===== src/rtl/glb_stream_reader_pkg.sv =====
// glb_stream_reader_pkg: shared widths and FSM state type for the GLB stream reader
package glb_stream_reader_pkg;
  localparam int DATA_SIZE = 32;
  localparam int XID_BITS = 5;
  localparam int YID_BITS = 5;
  typedef enum logic [1:0] {IDLE, READ, FINISH} state_e;
endpackage


===== src/rtl/glb_skid_fifo.sv =====
// glb_skid_fifo: 2-entry FIFO; head reads as zero while empty
module glb_skid_fifo #(
  parameter int W = 32
) (
  input  logic         clk,
  input  logic         rst,
  input  logic         push_i,
  input  logic [W-1:0] data_i,
  input  logic         pop_i,
  output logic [W-1:0] head_o,
  output logic [1:0]   count_o
);
  logic [W-1:0] mem_q [2];
  logic         wr_q, rd_q;
  logic [1:0]   cnt_q;
  always_ff @(posedge clk) begin
    if (push_i) mem_q[wr_q] <= data_i;
  end
  always_ff @(posedge clk) begin
    if (rst) begin
      wr_q  <= 1'b0;
      rd_q  <= 1'b0;
      cnt_q <= 2'd0;
    end else begin
      wr_q  <= wr_q ^ push_i;
      rd_q  <= rd_q ^ pop_i;
      cnt_q <= cnt_q + 2'(push_i) - 2'(pop_i);
    end
  end
  assign head_o  = (cnt_q == 2'd0) ? '0 : mem_q[rd_q];
  assign count_o = cnt_q;
endmodule


===== src/rtl/glb_stream_reader.sv =====
// glb_stream_reader: reads a burst of GLB words and streams them out with ready/valid,
// limiting reads so buffered plus in-flight words never exceed the 2-entry FIFO.
module glb_stream_reader
  import glb_stream_reader_pkg::*;
#(
  parameter int LEN_BITS = 16
) (
  input  logic                 clk,
  input  logic                 rst,
  input  logic                 cmd_valid,
  output logic                 cmd_ready,
  input  logic [31:0]          cmd_base_addr,
  input  logic [LEN_BITS-1:0]  cmd_len,
  input  logic [XID_BITS-1:0]  cmd_tag_X,
  input  logic [YID_BITS-1:0]  cmd_tag_Y,
  output logic [3:0]           glb_re,
  output logic [31:0]          glb_r_addr,
  input  logic [DATA_SIZE-1:0] glb_r_data,
  output logic                 out_valid,
  input  logic                 out_ready,
  output logic [DATA_SIZE-1:0] out_data,
  output logic [XID_BITS-1:0]  out_tag_X,
  output logic [YID_BITS-1:0]  out_tag_Y,
  output logic                 busy,
  output logic                 done
);
  state_e                state_q, state_d;
  logic [31:0]           addr_q;
  logic [LEN_BITS-1:0]   len_q, issued_q, acc_q;
  logic                  infl_q, pop, issue, accept, last;
  logic [1:0]            cnt;
  logic [2:0]            credit;
  glb_skid_fifo #(.W(DATA_SIZE)) u_fifo (
    .clk     (clk),
    .rst     (rst),
    .push_i  (infl_q),
    .data_i  (glb_r_data),
    .pop_i   (pop),
    .head_o  (out_data),
    .count_o (cnt)
  );
  assign out_valid  = cnt != 2'd0;
  assign pop        = out_valid && out_ready;
  assign credit     = {1'b0, cnt} + {2'b0, infl_q} - {2'b0, pop};
  assign issue      = (state_q == READ) && (issued_q < len_q) && (credit < 3'd2);
  assign glb_re     = {4{issue}};
  assign glb_r_addr = addr_q;
  assign cmd_ready  = state_q == IDLE;
  assign busy       = state_q != IDLE;
  assign done       = state_q == FINISH;
  assign accept     = cmd_valid && cmd_ready;
  assign last       = pop && (acc_q == len_q - LEN_BITS'(1));
  always_comb begin
    state_d = (state_q == IDLE) ? (accept ? ((cmd_len == '0) ? FINISH : READ) : IDLE)
            : (state_q == READ) ? (last ? FINISH : READ) : IDLE;
  end
  always_ff @(posedge clk) begin
    if (rst) begin
      state_q   <= IDLE;
      addr_q    <= '0;
      len_q     <= '0;
      issued_q  <= '0;
      acc_q     <= '0;
      infl_q    <= 1'b0;
      out_tag_X <= '0;
      out_tag_Y <= '0;
    end else begin
      state_q <= state_d;
      infl_q  <= issue;
      if (accept) begin
        addr_q    <= cmd_base_addr;
        len_q     <= cmd_len;
        issued_q  <= '0;
        acc_q     <= '0;
        out_tag_X <= cmd_tag_X;
        out_tag_Y <= cmd_tag_Y;
      end else begin
        if (issue) begin
          addr_q   <= addr_q + 32'd4;
          issued_q <= issued_q + LEN_BITS'(1);
        end
        if (pop) acc_q <= acc_q + LEN_BITS'(1);
      end
    end
  end
endmodule

===== config.mk =====
export PLATFORM = sky130hd
export DESIGN_NAME = glb_stream_reader
export DESIGN_NICKNAME = d
export VERILOG_FILES = /design/src/rtl/glb_stream_reader_pkg.sv /design/src/rtl/glb_skid_fifo.sv /design/src/rtl/glb_stream_reader.sv
export SDC_FILE = /design/constraint.sdc
export NUM_CORES = 1
export LEC_CHECK = 0
export CAP_MARGIN = 20
export CORE_ASPECT_RATIO = 1.75
export CORE_UTILIZATION = 42
export DETAILED_ROUTE_END_ITERATION = 16
export PLACE_DENSITY = 0.74
export SYNTH_ARGS = -nofsm -noshare
export SYNTH_HDL_FRONTEND = slang
export SYNTH_SLANG_ARGS = --single-unit
export TNS_END_PERCENT = 30

===== constraint.sdc =====
create_clock -name clk -period 4.7 [get_ports clk]
set_clock_uncertainty 0.05 [all_clocks]
set_input_delay 0.705 -clock clk [delete_from_list [all_inputs] [get_ports clk]]
set_output_delay 0.705 -clock clk [all_outputs]
set_load 0.005 [all_outputs]

==> Flow_metrics.wiki, run 1 <==
{| class="wikitable"
! Metric !! Value
|-
| Placed cell count || 1208
|-
| Gate count of the mapped netlist || 834
|-
| Routability cong. || 0.877
|-
| Std-Cell Rows || 66
|-
| Post-synth ARST share || 0%
|-
| Wire length of the first global-routing pass || 32.7 mm
|-
| Effective utilization at floorplan || 42.6%
|-
| Vias post-DR || 6760
|-
| Count of buffers from port buffering || 175
|-
| Timing-limited maximum frequency || 216 MHz
|-
| Clock-pin slew on the worst setup and hold paths || 70 ps
|-
| Number of global-route vias before repair || 6683
|-
| Most used flip-flop cell after synthesis || dfxtp_1
|-
| Pwr Density || 419 nW/um^2
|-
| Post-layout instance count excluding filler cells || 1242
|-
| Worst Hold Launch || out_tag_Y[2]
|-
| Detailed placement HPWL || 14.7 mm
|-
| Die area || 19300 um^2
|-
| Post-synthesis net count || 952
|-
| Hold path endpoint || out_tag_Y[2]
|-
| Total number of H-tree levels || 4
|-
| Startpoint type of the worst setup path || input pin
|-
| Max Transition Viols Final || 0
|-
| Wire length per cell || 16.4 um
|-
| Largest vdd supply drop || 0.000228 V
|-
| Worst R2R Start || u_fifo.count_o[1]
|-
| Post-synthesis sequential element count || 161
|-
| DR vias/cell || 5.44
|-
| Final design utilization || 56.5%
|-
| Smallest hold slack || 409 ps
|-
| Max-Slew Margin vs Limit || 31.3%
|-
| Arrival time worst endpoint || 3870 ps
|-
| Worst setup path class || input pin to primary output
|-
| Aggregate routed wire length || 20.3 mm
|-
| Endpoint of the most critical register-to-register path || glb_r_addr[7]
|-
| Shortest period the worst path allows || 4630 ps
|-
| Fin worst setup slack || 72.1 ps
|-
| CTS tree || done
|-
| I/O pin count || 176
|-
| Vert. Die Dim || 183 um
|-
| Share of the yosys chip area belonging to registers || 49.0%
|-
| Worst hold path type || flop to flop
|-
| Standard cell area after detailed placement || 9810 um^2
|-
| Final hold violation count || 0
|-
| Number of hold buffers added after CTS || 0
|-
| Area growth from synthesis to final layout || 32.6%
|-
| Avg Cell Area, Syn || 9.45 um^2
|-
| Inserted Clock Buffers || 17
|-
| Clock Sinks || 161
|-
| Count of warnings emitted by yosys || 0
|-
| DRC marker count from the first detailed-route iteration || 267
|-
| Die outline width || 106 um
|-
| Ratio of cells with drive above 1 in the final layout || 5.98%
|-
| Initial antenna violation count || 0
|-
| Number of failing setup endpoints in the final timing report || 0
|-
| Net count, final || 1109
|-
| Setup Slack @ Placement || 44.3 ps
|-
| Run status || complete, no violations
|-
| Remaining global-route overflow || 0
|-
| RSZ-0062 raised after global routing || true
|-
| Min-Delay Path Depth || 2
|-
| Clk Tree Root Cell || clkbuf_16
|-
| Distinct cells, synth || 54
|-
| Number of synthesized flops with an enable pin || 64
|-
| Max-cap viol count || 0
|-
| Global-route usage over all layers || 21.4%
|-
| Post-synthesis instance area || 7880 um^2
|-
| Antenna diodes || 0
|-
| Number of cells on the worst reg-to-reg path || 15
|-
| Maximum fanout along the worst path || 5
|-
| Reported leakage power || 3.66 nW
|-
| Cell area after layout || 10500 um^2
|-
| Maximum number of pins on one net before global-route repair || 71
|-
| Drt pass-1 iters || 5
|-
| Clock insertion delay at the later pin of the skew report || 430 ps
|-
| Number of design rule violations left after detail routing || 0
|-
| Fin crit share || 98.5%
|-
| ANT nets after route || 0
|-
| Endpoint kind of the worst setup timing path || primary output
|-
| Flop2flop setup slack || 950 ps
|-
| Clock tree buffer depth || 2
|-
| Required arrival time at the worst endpoint || 3940 ps
|-
| Core region area || 18500 um^2
|-
| Worst-Margin Slew || 1030 ps
|}
## flip-flops by register name, indices dropped and copies added, names as in the netlist
signal          flops
len_q              16
u_fifo.count_o      2
issued_q           16
out_tag_Y           5
acc_q              16
u_fifo.mem_q       64
out_tag_X           5
u_fifo.wr_q         1
infl_q              1
u_fifo.rd_q         1
glb_r_addr         32
state_q             2
## layout by cell type (no fill, tap or decap), types with 4 or more instances in the layout
cell type / synthesis / layout
a211oi_1: 23 / 23
a21oi_1: 55 / 55
a31oi_1: 5 / 5
and2_1: 4 / 4
and3_1: 16 / 16
and4_1: 4 / 4
buf_4: 4 / 16
clkbuf_16: 0 / 17
clkdlybuf4s50_1: 0 / 171
dfxtp_1: 97 / 96
edfxtp_1: 64 / 64
ha_1: 23 / 23
inv_1: 28 / 28
inv_8: 0 / 5
mux2i_1: 35 / 35
nand2_1: 97 / 96
nand3_1: 15 / 15
nand4_1: 16 / 16
nor2_1: 102 / 101
nor2b_1: 5 / 4
nor3_1: 15 / 15
nor3b_1: 9 / 9
nor4_1: 10 / 10
o2111ai_1: 10 / 9
o211ai_1: 11 / 11
o21ai_0: 19 / 19
o31ai_1: 11 / 11
or3_1: 10 / 10
or4_1: 12 / 12
xnor2_1: 17 / 17
xor2_1: 38 / 38
## cell usage after synthesis, drive strengths merged (5+ instances only)
| cell type | number | area, um^2 |
|---|---|---|
| nor2 | 103 | 389 |
| dfxtp | 97 | 1940 |
| nand2 | 97 | 364 |
| edfxtp | 64 | 1920 |
| a21oi | 57 | 300 |
| clkbuf | 41 | 154 |
| xor2 | 38 | 333 |
| mux2i | 35 | 350 |
| inv | 28 | 105 |
| a211oi | 23 | 173 |
| ha | 23 | 288 |
| o21ai | 21 | 105 |
| xnor2 | 17 | 149 |
| and3 | 16 | 100 |
| nand4 | 16 | 100 |
| nand3 | 15 | 75.1 |
| nor3 | 15 | 75.1 |
| buf | 12 | 71.3 |
| or4 | 12 | 90.1 |
| o211ai | 11 | 82.6 |
| o31ai | 11 | 82.6 |
| or3 | 11 | 73.8 |
| nor4 | 10 | 62.6 |
| o2111ai | 10 | 87.6 |
| nor3b | 9 | 67.6 |
| a31oi | 5 | 31.3 |
| nor2b | 5 | 31.3 |
## where the power goes
group          total (mW)  internal, mW  switching (mW)
logic                1.26         0.663           0.601
registers            1.73          1.59           0.140
clock network        1.38         0.720           0.661
## worst max path at each step
stage                   start        end  slack (ps)
floorplan           out_ready  glb_re[0]         530
global placement    out_ready  glb_re[3]          60
detailed placement  out_ready  glb_re[3]          40
CTS                 out_ready  glb_re[3]           1
global route        out_ready  glb_re[2]         -80
finish              out_ready  glb_re[2]          70
## metal layers
metal / routed length, um / up-vias / GRT usage [%]
met5: 0 / - / 0
met4: 973 / 0 / 13.3
met3: 1110 / 63 / 4.62
met2: 10700 / 222 / 39.2
met1: 7520 / 3175 / 22.0
li1: - / 3300 / -
## critical path, cell delays in order
cell and delay, ps:
clkdlybuf4s50_1 470, nor2b_4 150, ha_1 230, inv_1 60, ha_1 120, inv_1 50, fa_1 510, and4bb_1 250
o2111ai_2 140, or3_1 410, a21oi_2 130, or2_4 160, clkdlybuf4s50_1 500
## cell type report
type,instances,area [um^2]
multi-input cells,592,3710
flip-flops and latches,161,3860
well taps,238,298
repair buffers,191,1870
clock inverters,15,173
fillers,1634,8050
clock buffers,17,425
inverters,28,105
## per-stage QoR
stage | total power [mW] | setup TNS, ps
after global placement | 2.99 | 0
after floorplan | 2.43 | 0
after global routing | 4.60 | -81.4
after CTS | 4.40 | 0
final | 4.38 | 0
after detailed placement | 3.01 | 0
## cell families after synthesis
| group | count (synthesis) | synth area share [%] |
|---|---|---|
| and+or+nand+nor | 323 | 19.5 |
| AOI/OAI and AO/OA | 155 | 12.9 |
| xor gates and xnor gates | 55 | 6.11 |
| buffers and inverters | 81 | 4.19 |
| DFF | 161 | 49.0 |
| adders and majority gates | 24 | 3.90 |
| muxes | 35 | 4.44 |
## what timing repair did
action,in CTS,in global routing
gates resized for setup,0,7
buffers inserted,0,2
endpoints found under the setup margin,0,4
endpoints found under the hold margin,0,0
No activity file was read; power rests on OpenSTA's default activity.
==> run 2: changes to the inputs <==
==> constraint.sdc (replaced) <==
create_clock -name clk -period 4.4 [get_ports clk]
set_clock_uncertainty 0.05 [all_clocks]
set_input_delay 0.66 -clock clk [delete_from_list [all_inputs] [get_ports clk]]
set_output_delay 0.66 -clock clk [all_outputs]
set_load 0.005 [all_outputs]
==> Flow_metrics.wiki, run 2 (same netlist as run 1, synthesis figures left out) <==
{| class="wikitable"
! Metric !! Value
|-
| Core region area || 18500 um^2 (unchanged)
|-
| Leading cell types in the layout, fill and taps excluded || clkdlybuf4s50_1 (173), nor2_1 (101), nand2_1 (96), dfxtp_1 (96), edfxtp_1 (64)
|-
| Number of hold buffers added after CTS || 0 (unchanged)
|-
| Multi-input gate area || 3700 um^2 (-0.17%)
|-
| Inserted Clock Buffers || 17 (unchanged)
|-
| Aggregate routed wire length || 19.9 mm (-1.8%)
|-
| Footprint of the flip-flops and latches || 3860 um^2 (unchanged)
|-
| Net count, final || 1107 (-0.18%)
|-
| Total number of H-tree levels || 4 (unchanged)
|-
| Number of design rule violations left after detail routing || 0 (unchanged)
|-
| Fin crit share || 103%
|-
| DR vias/cell || 5.37 (-1.3%)
|-
| Worst hold path type || flop to flop
|-
| Wire length of the first global-routing pass || 32.3 mm (-1.4%)
|-
| Area growth from synthesis to final layout || 32.9%
|-
| Delay contributed by the slowest stage of the critical path || 500 ps (about the same)
|-
| Initial antenna violation count || 0 (unchanged)
|-
| Required arrival time at the worst endpoint || 3690 ps (-250 ps)
|-
| Clk Tree Root Cell || clkbuf_16
|-
| Standard cell area after detailed placement || 9830 um^2 (+0.13%)
|-
| Routability cong. || 0.859 (-2.1%)
|-
| Final total negative setup slack || -385 ps (-385 ps)
|-
| Clock insertion delay at the later pin of the skew report || 430 ps (about the same)
|-
| Final design utilization || 56.7% (+0.16 points)
|-
| ANT nets after route || 0 (unchanged)
|-
| I/O pin count || 176 (unchanged)
|-
| Remaining global-route overflow || 0 (unchanged)
|-
| Placed cell count || 1208 (unchanged)
|-
| RSZ-0062 raised after global routing || true
|-
| Run status || finished, violations left
|-
| Arrival time worst endpoint || 3820 ps (-50 ps)
|-
| Number of global-route vias before repair || 6633 (-0.75%)
|-
| Critical path, cell by cell || clkdlybuf4s50_1 -> nor2b_4 -> ha_1 -> inv_1 -> ha_1 -> inv_1 -> fa_1 -> and4bb_1 -> o2111ai_1 -> or3_1 -> a21oi_2 -> or2_4 -> clkdlybuf4s50_1
|-
| Clock tree buffer depth || 2 (unchanged)
|-
| Most frequent standard cell in the layout excluding fill and tap cells || clkdlybuf4s50_1
|-
| Pwr Density || 450 nW/um^2 (+7.4%)
|-
| Number of failing setup endpoints in the final timing report || 3 (+3)
|-
| Ratio of cells with drive above 1 in the final layout || 5.69% (-0.29 points)
|-
| Post-layout instance count excluding filler cells || 1240 (-0.16%)
|-
| Worst-Margin Slew || 1020 ps (-5.06 ps)
|-
| Effective utilization at floorplan || 42.6% (unchanged)
|-
| Maximum fanout along the worst path || 5 (unchanged)
|-
| Clock Sinks || 161 (unchanged)
|-
| Vias post-DR || 6664 (-1.4%)
|-
| Biggest register || u_fifo.mem_q
|-
| Count of buffering cells on the critical path with inverters included || 4 (unchanged)
|-
| Die area || 19300 um^2 (unchanged)
|-
| Std-Cell Rows || 66 (unchanged)
|-
| Fin worst setup slack || -131 ps (-203 ps)
|-
| Final hold violation count || 0 (unchanged)
|-
| Worst setup path class || input pin to primary output
|-
| Die outline width || 106 um (unchanged)
|-
| Count of filler cells inserted in the layout || 1614 (-1.2%)
|-
| DRC marker count from the first detailed-route iteration || 264 (-1.1%)
|-
| Max Transition Viols Final || 0 (unchanged)
|-
| Global-route usage over all layers || 21.1% (-0.34 points)
|-
| Part of the power in combinational logic || 28.4% (-0.5 points)
|-
| Drt pass-1 iters || 6 (+1)
|-
| Count of buffers from port buffering || 175 (unchanged)
|-
| Vert. Die Dim || 183 um (unchanged)
|-
| Share of total power consumed by net switching || 32.2% (+0.21 points)
|-
| Startpoint type of the worst setup path || input pin
|-
| Reported leakage power || 3.64 nW (-0.53%)
|-
| CTS tree || done
|-
| Max-Slew Margin vs Limit || 31.7% (+0.41 points)
|-
| P_int || 3.20 mW (+7.4%)
|-
| Shortest period the worst path allows || 4530 ps
|-
| Clock-pin slew on the worst setup and hold paths || 70 ps (about the same)
|-
| Maximum number of pins on one net before global-route repair || 51 (-28%)
|-
| Cell area after layout || 10500 um^2 (+0.29%)
|-
| Share of total power in the clock network || 32.4% (+0.8 points)
|-
| Timing-limited maximum frequency || 221 MHz
|-
| Share of power burned in registers || 39.2% (-0.4 points)
|-
| Violations in the final reports || setup timing
|-
| Wire length per cell || 16.1 um (-1.6%)
|-
| Antenna diodes || 0 (unchanged)
|-
| Largest vdd supply drop || 0.000290 V (+27%)
|-
| Smallest hold slack || 405 ps (-3.26 ps)
|-
| CP max stage cell || clkdlybuf4s50_1
|-
| Max-cap viol count || 0 (unchanged)
|-
| NetSw || 1.52 mW (+8.4%)
|-
| Cell type group with the largest total delay on the critical path || buffers and inverters
|-
| Flip-flop count of the largest register, all copies and words added || 64 (unchanged)
|-
| Detailed placement HPWL || 14.5 mm (-1.1%)
|-
| Endpoint kind of the worst setup timing path || primary output
|}
## run 2: power groups by stage
stage               Clock, mW  Combinational, mW  Sequential, mW
CTS                      1.56               1.35            1.85
floorplan                   0              0.784            1.81
global route             1.62               1.46            1.87
detailed placement          0               1.33            1.89
global placement            0               1.32            1.88
finish                   1.53               1.34            1.85
## run 2: worst min-delay path: cells and delay by family, from the launching register on
kind	cells	cell delay, ps
AOI/OAI and AO/OA	1	50
DFF	1	310
and+or+nand+nor	1	50
## run 2: metrics by stage
step,power (mW),setup WS [ps]
after floorplan,2.59,318
after global placement,3.20,-138
after detailed placement,3.22,-157
after CTS,4.76,-157
after global routing,4.95,-254
final,4.72,-131
## run 2: layout make-up
cell class,instances,area share (%)
Multi-Input combinational cell,592,35.3
Sequential cell,161,36.9
Clock buffer,17,4.06
Tap cell,238,2.84
Inverter,28,1.00
Timing Repair Buffer,189,17.8
Clock inverter,15,2.07
## run 2: path summary, 6_finish.rpt
kind	start	to	slack, ps	cells past startpoint
max reg2reg	u_fifo.count_o[1]	glb_r_addr[7]	610	15
max	out_ready	glb_re[3]	-130	13
min reg2reg	out_tag_Y[2]	out_tag_Y[2]	410	2
min	out_tag_Y[2]	out_tag_Y[2]	410	2
## run 2: repair_timing
action,4_1_cts,5_1_grt
pin swaps,1,0
hold endpoints to repair,0,0
endpoints found under the setup margin,4,4
resized for setup,3,1
buffers inserted,0,0
## run 2: routing by layer
layer	up-vias	track usage [%]	routed length, um
met2	205	39.2	10600
li1	3292	-	-
met5	-	0	0
met3	46	4.58	1000
met1	3121	22.2	7650
met4	0	10.4	711
